[config.mk]
export PLATFORM = sky130hd
export DESIGN_NAME = alu_issue_unit
export DESIGN_NICKNAME = d
export VERILOG_FILES = /design/src/rtl/alu_issue_unit.sv
export SDC_FILE = /design/constraint.sdc
export NUM_CORES = 1
export LEC_CHECK = 0
export BUFFER_PORTS_ARGS = -buffer_cell sky130_fd_sc_hd__clkbuf_2
export CAP_MARGIN = 25
export CORE_MARGIN = 8
export CORE_UTILIZATION = 25
export CTS_CLUSTER_DIAMETER = 80
export DETAILED_ROUTE_END_ITERATION = 8
export GPL_TIMING_DRIVEN = 0
export PLACE_DENSITY = 0.51
export SYNTH_ARGS = -nofsm -noshare
export SYNTH_HDL_FRONTEND = slang
export SYNTH_SLANG_ARGS = --single-unit
[constraint.sdc]
create_clock -name clk -period 15.25 [get_ports clk]
set_clock_uncertainty 0.1 [all_clocks]
set_input_delay 0 -clock clk [delete_from_list [all_inputs] [get_ports clk]]
set_output_delay 0 -clock clk [all_outputs]
set_load 0.02 [all_outputs]
[src/rtl/alu_issue_unit.sv]
// alu_issue_unit: request FIFO -> registered ALU issue -> tag pipeline -> result FIFO.
// Credits bound in-flight ops to result-FIFO space, so a capture can never overflow.
module alu_issue_unit #(
  parameter int DEPTH   = 4,
  parameter int ALU_LAT = 0,
  parameter int TAG_W   = 4
) (
  input  logic             clk,
  input  logic             rst_n,
  input  logic             req_valid,
  output logic             req_ready,
  input  logic [2:0]       req_op,
  input  logic             req_floating,
  input  logic             req_form,
  input  logic [1:0]       req_precision,
  input  logic [31:0]      req_a,
  input  logic [31:0]      req_b,
  input  logic [31:0]      req_c,
  input  logic [31:0]      req_d,
  input  logic [TAG_W-1:0] req_tag,
  output logic             alu_valid,
  output logic [2:0]       alu_op,
  output logic             alu_floating,
  output logic             alu_form,
  output logic [1:0]       alu_precision,
  output logic [31:0]      alu_a,
  output logic [31:0]      alu_b,
  output logic [31:0]      alu_c,
  output logic [31:0]      alu_d,
  input  logic [31:0]      alu_y1,
  input  logic [31:0]      alu_y2,
  output logic             rsp_valid,
  input  logic             rsp_ready,
  output logic [31:0]      rsp_y1,
  output logic [31:0]      rsp_y2,
  output logic [TAG_W-1:0] rsp_tag,
  output logic             busy
);
  localparam int AW = $clog2(DEPTH);
  localparam int PW = AW + 1;
  localparam int CW = $clog2(DEPTH + 1);

  typedef struct packed {
    logic [2:0]       op;
    logic             floating;
    logic             form;
    logic [1:0]       precision;
    logic [31:0]      a;
    logic [31:0]      b;
    logic [31:0]      c;
    logic [31:0]      d;
    logic [TAG_W-1:0] tag;
  } req_t;

  typedef struct packed {
    logic [31:0]      y1;
    logic [31:0]      y2;
    logic [TAG_W-1:0] tag;
  } rsp_t;

  req_t             r_req_mem [DEPTH];
  rsp_t             r_rsp_mem [DEPTH];
  logic [PW-1:0]    r_req_wr, r_req_rd;
  logic [PW-1:0]    r_rsp_wr, r_rsp_rd;
  logic [CW-1:0]    r_credits;
  logic [ALU_LAT:0] r_tp_vld;
  logic [TAG_W-1:0] r_tp_tag [ALU_LAT+1];

  logic             r_alu_valid;
  logic [2:0]       r_alu_op;
  logic             r_alu_floating;
  logic             r_alu_form;
  logic [1:0]       r_alu_precision;
  logic [31:0]      r_alu_a, r_alu_b, r_alu_c, r_alu_d;

  logic w_req_full, w_req_empty, w_rsp_empty;
  logic w_accept, w_issue, w_capture, w_pop;
  req_t w_req_in, w_req_head;
  rsp_t w_rsp_in, w_rsp_head;

  // Pointers carry one extra wrap bit: equal low bits with differing MSB means full.
  assign w_req_full  = (r_req_wr[AW] != r_req_rd[AW]) && (r_req_wr[AW-1:0] == r_req_rd[AW-1:0]);
  assign w_req_empty = (r_req_wr == r_req_rd);
  assign w_rsp_empty = (r_rsp_wr == r_rsp_rd);

  assign w_accept  = req_valid && !w_req_full;
  assign w_issue   = !w_req_empty && (r_credits != '0);
  assign w_capture = r_tp_vld[ALU_LAT];
  assign w_pop     = !w_rsp_empty && rsp_ready;

  assign w_req_in = '{op: req_op, floating: req_floating, form: req_form,
                      precision: req_precision, a: req_a, b: req_b, c: req_c,
                      d: req_d, tag: req_tag};
  assign w_rsp_in   = '{y1: alu_y1, y2: alu_y2, tag: r_tp_tag[ALU_LAT]};
  assign w_req_head = r_req_mem[r_req_rd[AW-1:0]];
  assign w_rsp_head = r_rsp_mem[r_rsp_rd[AW-1:0]];

  always_ff @(posedge clk) begin
    if (w_accept) r_req_mem[r_req_wr[AW-1:0]] <= w_req_in;
    if (w_capture) r_rsp_mem[r_rsp_wr[AW-1:0]] <= w_rsp_in;
  end

  always_ff @(posedge clk or negedge rst_n) begin
    if (!rst_n) begin
      r_req_wr  <= '0;
      r_req_rd  <= '0;
      r_rsp_wr  <= '0;
      r_rsp_rd  <= '0;
      r_credits <= CW'(DEPTH);
    end else begin
      if (w_accept)  r_req_wr <= r_req_wr + PW'(1);
      if (w_issue)   r_req_rd <= r_req_rd + PW'(1);
      if (w_capture) r_rsp_wr <= r_rsp_wr + PW'(1);
      if (w_pop)     r_rsp_rd <= r_rsp_rd + PW'(1);
      case ({w_issue, w_pop})
        2'b10:   r_credits <= r_credits - CW'(1);
        2'b01:   r_credits <= r_credits + CW'(1);
        default: r_credits <= r_credits;
      endcase
    end
  end

  // Operand/control registers hold their last value between issues.
  always_ff @(posedge clk or negedge rst_n) begin
    if (!rst_n) begin
      r_alu_valid     <= 1'b0;
      r_alu_op        <= '0;
      r_alu_floating  <= 1'b0;
      r_alu_form      <= 1'b0;
      r_alu_precision <= '0;
      r_alu_a         <= '0;
      r_alu_b         <= '0;
      r_alu_c         <= '0;
      r_alu_d         <= '0;
    end else begin
      r_alu_valid <= w_issue;
      if (w_issue) begin
        r_alu_op        <= w_req_head.op;
        r_alu_floating  <= w_req_head.floating;
        r_alu_form      <= w_req_head.form;
        r_alu_precision <= w_req_head.precision;
        r_alu_a         <= w_req_head.a;
        r_alu_b         <= w_req_head.b;
        r_alu_c         <= w_req_head.c;
        r_alu_d         <= w_req_head.d;
      end
    end
  end

  // Tag pipeline: stage 0 aligns with alu_valid, stage ALU_LAT with valid Y1/Y2.
  always_ff @(posedge clk or negedge rst_n) begin
    if (!rst_n) begin
      r_tp_vld <= '0;
      for (int i = 0; i <= ALU_LAT; i++) r_tp_tag[i] <= '0;
    end else begin
      r_tp_vld[0] <= w_issue;
      r_tp_tag[0] <= w_req_head.tag;
      for (int i = 1; i <= ALU_LAT; i++) begin
        r_tp_vld[i] <= r_tp_vld[i-1];
        r_tp_tag[i] <= r_tp_tag[i-1];
      end
    end
  end

  assign req_ready     = !w_req_full;
  assign alu_valid     = r_alu_valid;
  assign alu_op        = r_alu_op;
  assign alu_floating  = r_alu_floating;
  assign alu_form      = r_alu_form;
  assign alu_precision = r_alu_precision;
  assign alu_a         = r_alu_a;
  assign alu_b         = r_alu_b;
  assign alu_c         = r_alu_c;
  assign alu_d         = r_alu_d;
  assign rsp_valid     = !w_rsp_empty;
  assign rsp_y1        = w_rsp_empty ? '0 : w_rsp_head.y1;
  assign rsp_y2        = w_rsp_empty ? '0 : w_rsp_head.y2;
  assign rsp_tag       = w_rsp_empty ? '0 : w_rsp_head.tag;
  assign busy          = !w_req_empty || (|r_tp_vld) || !w_rsp_empty;
endmodule

==> Word level (Yosys, flattened, before mapping) <==
Memories as Yosys holds them, arrays and structs flattened.
Cells that the tools add are included.
{ "op_classes": {"eq_ne": 6, "addsub": 6, "muxes": 8, "reduce_logical": 11} }
{ "ops": {"columns": ["operator", "n"], "rows": [
  ["$mux 32", 2],
  ["$add 3x1->3 const B", 5],
  ["$eq 3x3->1", 2],
  ["$pmux 3 s2", 1],
  ["$logic_and 1x1->1", 4],
  ["$mux 1", 4],
  ["$mux 4", 1],
  ["$logic_not 1->1", 3],
  ["$reduce_bool 3->1", 1],
  ["$sub 3x1->3 const B", 1],
  ["$eq 2x1->1 const B", 1],
  ["$eq 2x2->1", 1],
  ["$eq 2x2->1 const B", 1],
  ["$logic_or 1x1->1", 2],
  ["$reduce_bool 2->1", 1],
  ["$ne 1x1->1", 1]
]} }
{ "totals": {"mem_count": 2, "in_bits": 207, "wordCells": 48, "reg_bits": 155, "output_inout_bits": 207, "mem_bits_rw": 828} }
{ "memory_table": {"columns": ["memory", "depth", "word_bits", "read_ports", "rd_ports_with_merged_regs", "wr", "line", "text"], "rows": [
  ["r_req_mem", 4, 139, 1, 0, 1, "61", "req_t r_req_mem [DEPTH];"],
  ["r_rsp_mem", 4, 68, 1, 0, 1, "62", "rsp_t r_rsp_mem [DEPTH];"]
]} }

==> Longest topological paths before layout <==
{ "depth": {"word_depth": 6, "depth_mapped": 12, "mapped_depth_nobuf": 9} }

==> Least setup slack after synthesis <==
OpenSTA, ideal clock, no wires.
{ "synth_timing": {"kind": "register to register", "from": "register r_req_rd[1]", "to": "memory r_req_mem[3][0] in the netlist's numbering, enable pin", "setup_time_ns": 0.723, "t_arrival_ns": 8.298, "slack_ns": 6.129, "path_stages_with_launch": 4, "synth_period_minus_slack_ns": 9.121, "n_path_buf": 1, "t_required_ns": 14.427, "path_cell_list": "dfrtp_1 > buf_2 > xnor2_2 > a31oi_1"} }
{ "synth_via": {"elab_chain_len": 6} }
{ "synth_rtl": {"columns": ["item", "line", "text"], "rows": [
  ["from (decl)", "63", "logic [PW-1:0] r_req_wr, r_req_rd;"],
  ["from (signal assigned)", "112", "if (w_issue) r_req_rd <= r_req_rd + PW'(1);"],
  ["$eq 2x2->1", "82", "assign w_req_full = (r_req_wr[AW] != r_req_rd[AW]) && (r_req_wr[AW-1:0] == r_req_rd[AW-1:0]);"],
  ["$logic_and 1x1->1", "82", null],
  ["$logic_not 1->1", "86", "assign w_accept = req_valid && !w_req_full;"],
  ["$logic_and 1x1->1", "86", null],
  ["$mux 1", "99", "if (w_accept) r_req_mem[r_req_wr[AW-1:0]] <= w_req_in;"],
  ["$mux 1 (implied by the code)", "99", null],
  ["to (decl)", "61", null]
]} }
Every way passes these cells.

==> Final worst setup path <==
{ "layout_timing": {"from": "register r_req_rd[0]", "to": "register r_credits[1]"} }
{ "layout_via": {"elab_chain_len": 5, "elab_cells_between_ends": 7, "cone_classes": "eq/ne (3); mux (1); reduce/logical (3)"} }
{ "layout_rtl": {"columns": ["item", "line", "text"], "rows": [
  ["$eq 3x3->1 *", "83", "assign w_req_empty = (r_req_wr == r_req_rd);"],
  ["$logic_not 1->1 *", "87", "assign w_issue = !w_req_empty && (r_credits != '0);"],
  ["$logic_and 1x1->1 *", "87", null],
  ["net w_issue", "77", "logic w_accept, w_issue, w_capture, w_pop;"],
  ["$eq 2x1->1 or $eq 2x2->1 (tied branches)", "115", "case ({w_issue, w_pop})"],
  ["$pmux 3 s2 or $reduce_bool 2->1 (tied branches)", null, null],
  ["to (signal assigned)", "116", "2'b10: r_credits <= r_credits - CW'(1);"],
  ["to (signal assigned)", "117", "2'b01: r_credits <= r_credits + CW'(1);"],
  ["to (signal assigned)", "118", "default: r_credits <= r_credits;"],
  ["to (decl)", "65", "logic [CW-1:0] r_credits;"]
]} }
Mark *: on every way through the listed nets, which the timed path passes. The rest lies on a longest branch.
A chain may end at the register's enable or synchronous reset.

==> impl_metrics.toml <==
[outcome]
status = "finished, final reports clean"

[synthesis]
synth_top_flop_cell = "edfxtp_1"
yosysTopAreaCellShare_pct = 68.5
avgSynthCellArea_um2 = 23.7
synth_nets = 1748
yosysWarnings = 0
yosysUniqueCellTypes = 29
synth_area_leaders = "edfxtp_1 (68%), mux4_2 (13%), dfrtp_1 (11%)"
synth_edf_count = 828
synth_top_cell_by_area = "edfxtp_1"
synthArstFlopShare_pct = 15.8
syn_area_um2 = 36300
synth-seq-cells = 983
ys_seq_area_share_pct = 79.2
syn_inst = 1529

[timing]
timing.final.crit_share_pct = 21.4
tightest_slew_ns = 0.872
hold_viol = 0
worst_slack_ns = 11.99
rsz0062_at_grt = "false"
maxSlewViolCount = 0
finalSetupTns_ns = 0
fmax_mhz = 306
slew_headroom_pct = 41.9
period_minus_slack_ns = 3.26
setup_viol = 0

[global_route]
grt_pass1_vias = 20800
grt_pass1_wl_um = 138000
top_usage_layer = "met2"
grt-ovfl-total = 0
grt_use_met3_pct = 4.68
antenna_found_initial = 19
grt_use_total_pct = 11.6
use_met1_pct = 14.3
grt_start_max_net_pins = 58
met2_usage_pct = 19.3

[clock_network]
clkLatencyLatePin_ns = 0.72
cts_buffers = 107
cts_htree_levels = 3
postCtsSetupBuffers = 0
cts.repair.resized = 0
cts_root_buffer = "clkbuf_16"
clkSinkCount = 983
path_clk_slew_ns = 0.06
cts_tree = "done"
cts_buffer_depth = 3

[detailed_routing]
vias = 18600
drt-initial-drc-count = 868
drc = 0
routed_wl_um = 92900
wl_per_cell_um = 20.6
avgViaCountPerCell = 4.13
first_pass_iters = 6
ant_nets = 0

[worst_setup_path]
reg2reg_slack_ns = 11.99
path_class = "reg2reg"
end_kind = "flip-flop"
r2r-end = "r_credits[1]"
crit_fanout = 10
r2r_cells = 10
start_kind = "flip-flop"
required_ns = 15.74
cp.arrival_ns = 3.76
r2r-start = "r_req_rd[0]"

[floorplan]
ios = 414
die_w_um = 397
dieArea_um2 = 158000
placementRows = 140
core-area_um2 = 145000
die_h_um = 397
initial_utilization_pct = 25.1

[place]
dp_hpwl_um = 61400
post-place-ws_ns = 11.84
place.gp.congestion = 0.748
portBuffers = 413

[power]
total_leakage_power_nw = 17.4
peakVddDrop_mv = 0.140
powerDensity_nw_per_um2 = 215
finalPower_mw = 10.6

[cells_and_area]
fillCellCount = 13600
syn_to_final_growth_pct = 35.4
drive_gt1_share_pct = 37.6
finalNetCount = 2704

[job]
drv_cap = 0

[hold_path]
hold_path_startpoint = "req_c[24]"
min_path_type = "in2reg"
hold_depth = 2
min_to = "r_req_mem[1][60]"
[power by group]
part | internal, mW | switching, mW | leakage [nW]
registers | 3.83 | 0.239 | 9.43
logic | 1.69 | 2.25 | 6.27
clock network | 1.48 | 1.08 | 1.71
[layout by cell type, fill, tap and decap left out, types with 5 or more instances in the layout]
cell,Yosys,final
clkinv_2,0,18
clkbuf_2,0,412
dlygate4sd3_1,0,407
diode_2,0,17
edfxtp_1,828,828
and2_4,0,7
buf_16,0,22
dfrtp_1,154,154
clkbuf_8,0,5
clkbuf_1,25,51
inv_1,9,9
xnor2_1,5,5
mux4_2,207,207
buf_4,21,21
ha_1,11,11
clkinv_1,0,16
mux2_1,33,33
xor2_1,11,11
clkinv_4,0,5
bufinv_16,0,9
mux2_2,106,106
clkinvlp_4,0,5
buf_2,20,20
and2_1,75,68
buf_6,4,5
clkbuf_16,0,107
[cell families after synthesis]
family          Yosys count  synth area share [%]
fa+ha+maj                12                 0.434
xor+xnor                 18                 0.476
buf+inv                  80                  1.20
mux                     346                  17.2
flops                   983                  79.2
compound gates            7                 0.152
simple gates             83                  1.40
[stage by stage]
| step | hold WS (ns) | area, um^2 | std cells | util, % |
|---|---|---|---|---|
| finish | 0.0727 | 49200 | 4511 | 33.9 |
| global route | 0.0418 | 49100 | 4499 | 33.9 |
| CTS | 0.00949 | 49100 | 4493 | 33.9 |
| detailed placement | -0.0744 | 41500 | 3884 | 28.6 |
| global placement | 0.113 | 40800 | 3859 | 28.1 |
| floorplan | -0.396 | 36300 | 1529 | - |
[how the worst max path moves through the flow]
stage | from | endpoint | slack [ns] | cells after the start
after floorplan | r_req_rd[1] | r_req_mem[3][0] | 6.13 | 3
after global placement | r_req_rd[1] | r_req_mem[3][108] | -2.64 | 3
after detailed placement | r_req_rd[0] | r_credits[1] | 11.84 | 10
after CTS | r_req_rd[0] | r_credits[1] | 11.80 | 10
after global routing | r_req_rd[0] | r_credits[1] | 11.70 | 10
final | r_req_rd[0] | r_credits[1] | 11.99 | 10
[synth_stat cells, types with 4 or more instances]
master and n:
inv_1 9, clkbuf_1 25, mux2_1 33, and2_1 75, buf_4 21, ha_1 11
mux4_2 207, buf_2 20, xor2_1 11, mux2_2 106, edfxtp_1 828, dfrtp_1 154
xnor2_1 5, buf_6 4
[layer usage]
metal,up-vias,routed length (um)
met5,-,89
met4,14,1800
met3,133,8250
met2,531,44200
met1,9708,38600
li1,8258,-
[worst max-delay path, stage by stage (launching register included)]
cell and delay (ns):
dfrtp_1 0.37, buf_2 0.21, xnor2_2 0.23, a31oi_2 0.43, buf_2 0.48, buf_6 0.26
inv_1 0.06, ha_1 0.22, inv_1 0.08, fa_1 0.41, mux2_2 0.27
[state kept, by name, summed over array words and instances, names as in the netlist]
register and flops:
r_req_wr 3, alu_precision 2, alu_c 32, r_rsp_wr 3
r_req_mem 556, r_tp_tag 4, alu_floating 1, r_req_rd 3
alu_form 1, r_rsp_rd 3, alu_b 32, alu_a 32
r_rsp_mem 272, alu_op 3, alu_d 32, r_tp_vld 1
r_credits 3
[layout make-up]
type / count / area, um^2 / share of cell area, %
Antenna cell: 17 / 42.5 / 0.0866
Buffer: 71 / 400 / 0.815
Clock buffer: 137 / 2830 / 5.76
Clock inverter: 64 / 707 / 1.44
Inverter: 9 / 33.8 / 0.0687
Multi-Input combinational cell: 466 / 7150 / 14.6
Sequential cell: 983 / 28700 / 58.5
Tap cell: 1917 / 2400 / 4.88
Timing Repair Buffer: 847 / 6840 / 13.9
[what timing repair did]
item,in CTS,in global routing
hold buffers,408,0
endpoints found under the hold margin,1100,0
endpoints found under the setup margin,0,0
Power figures use the tool's default switching activity.
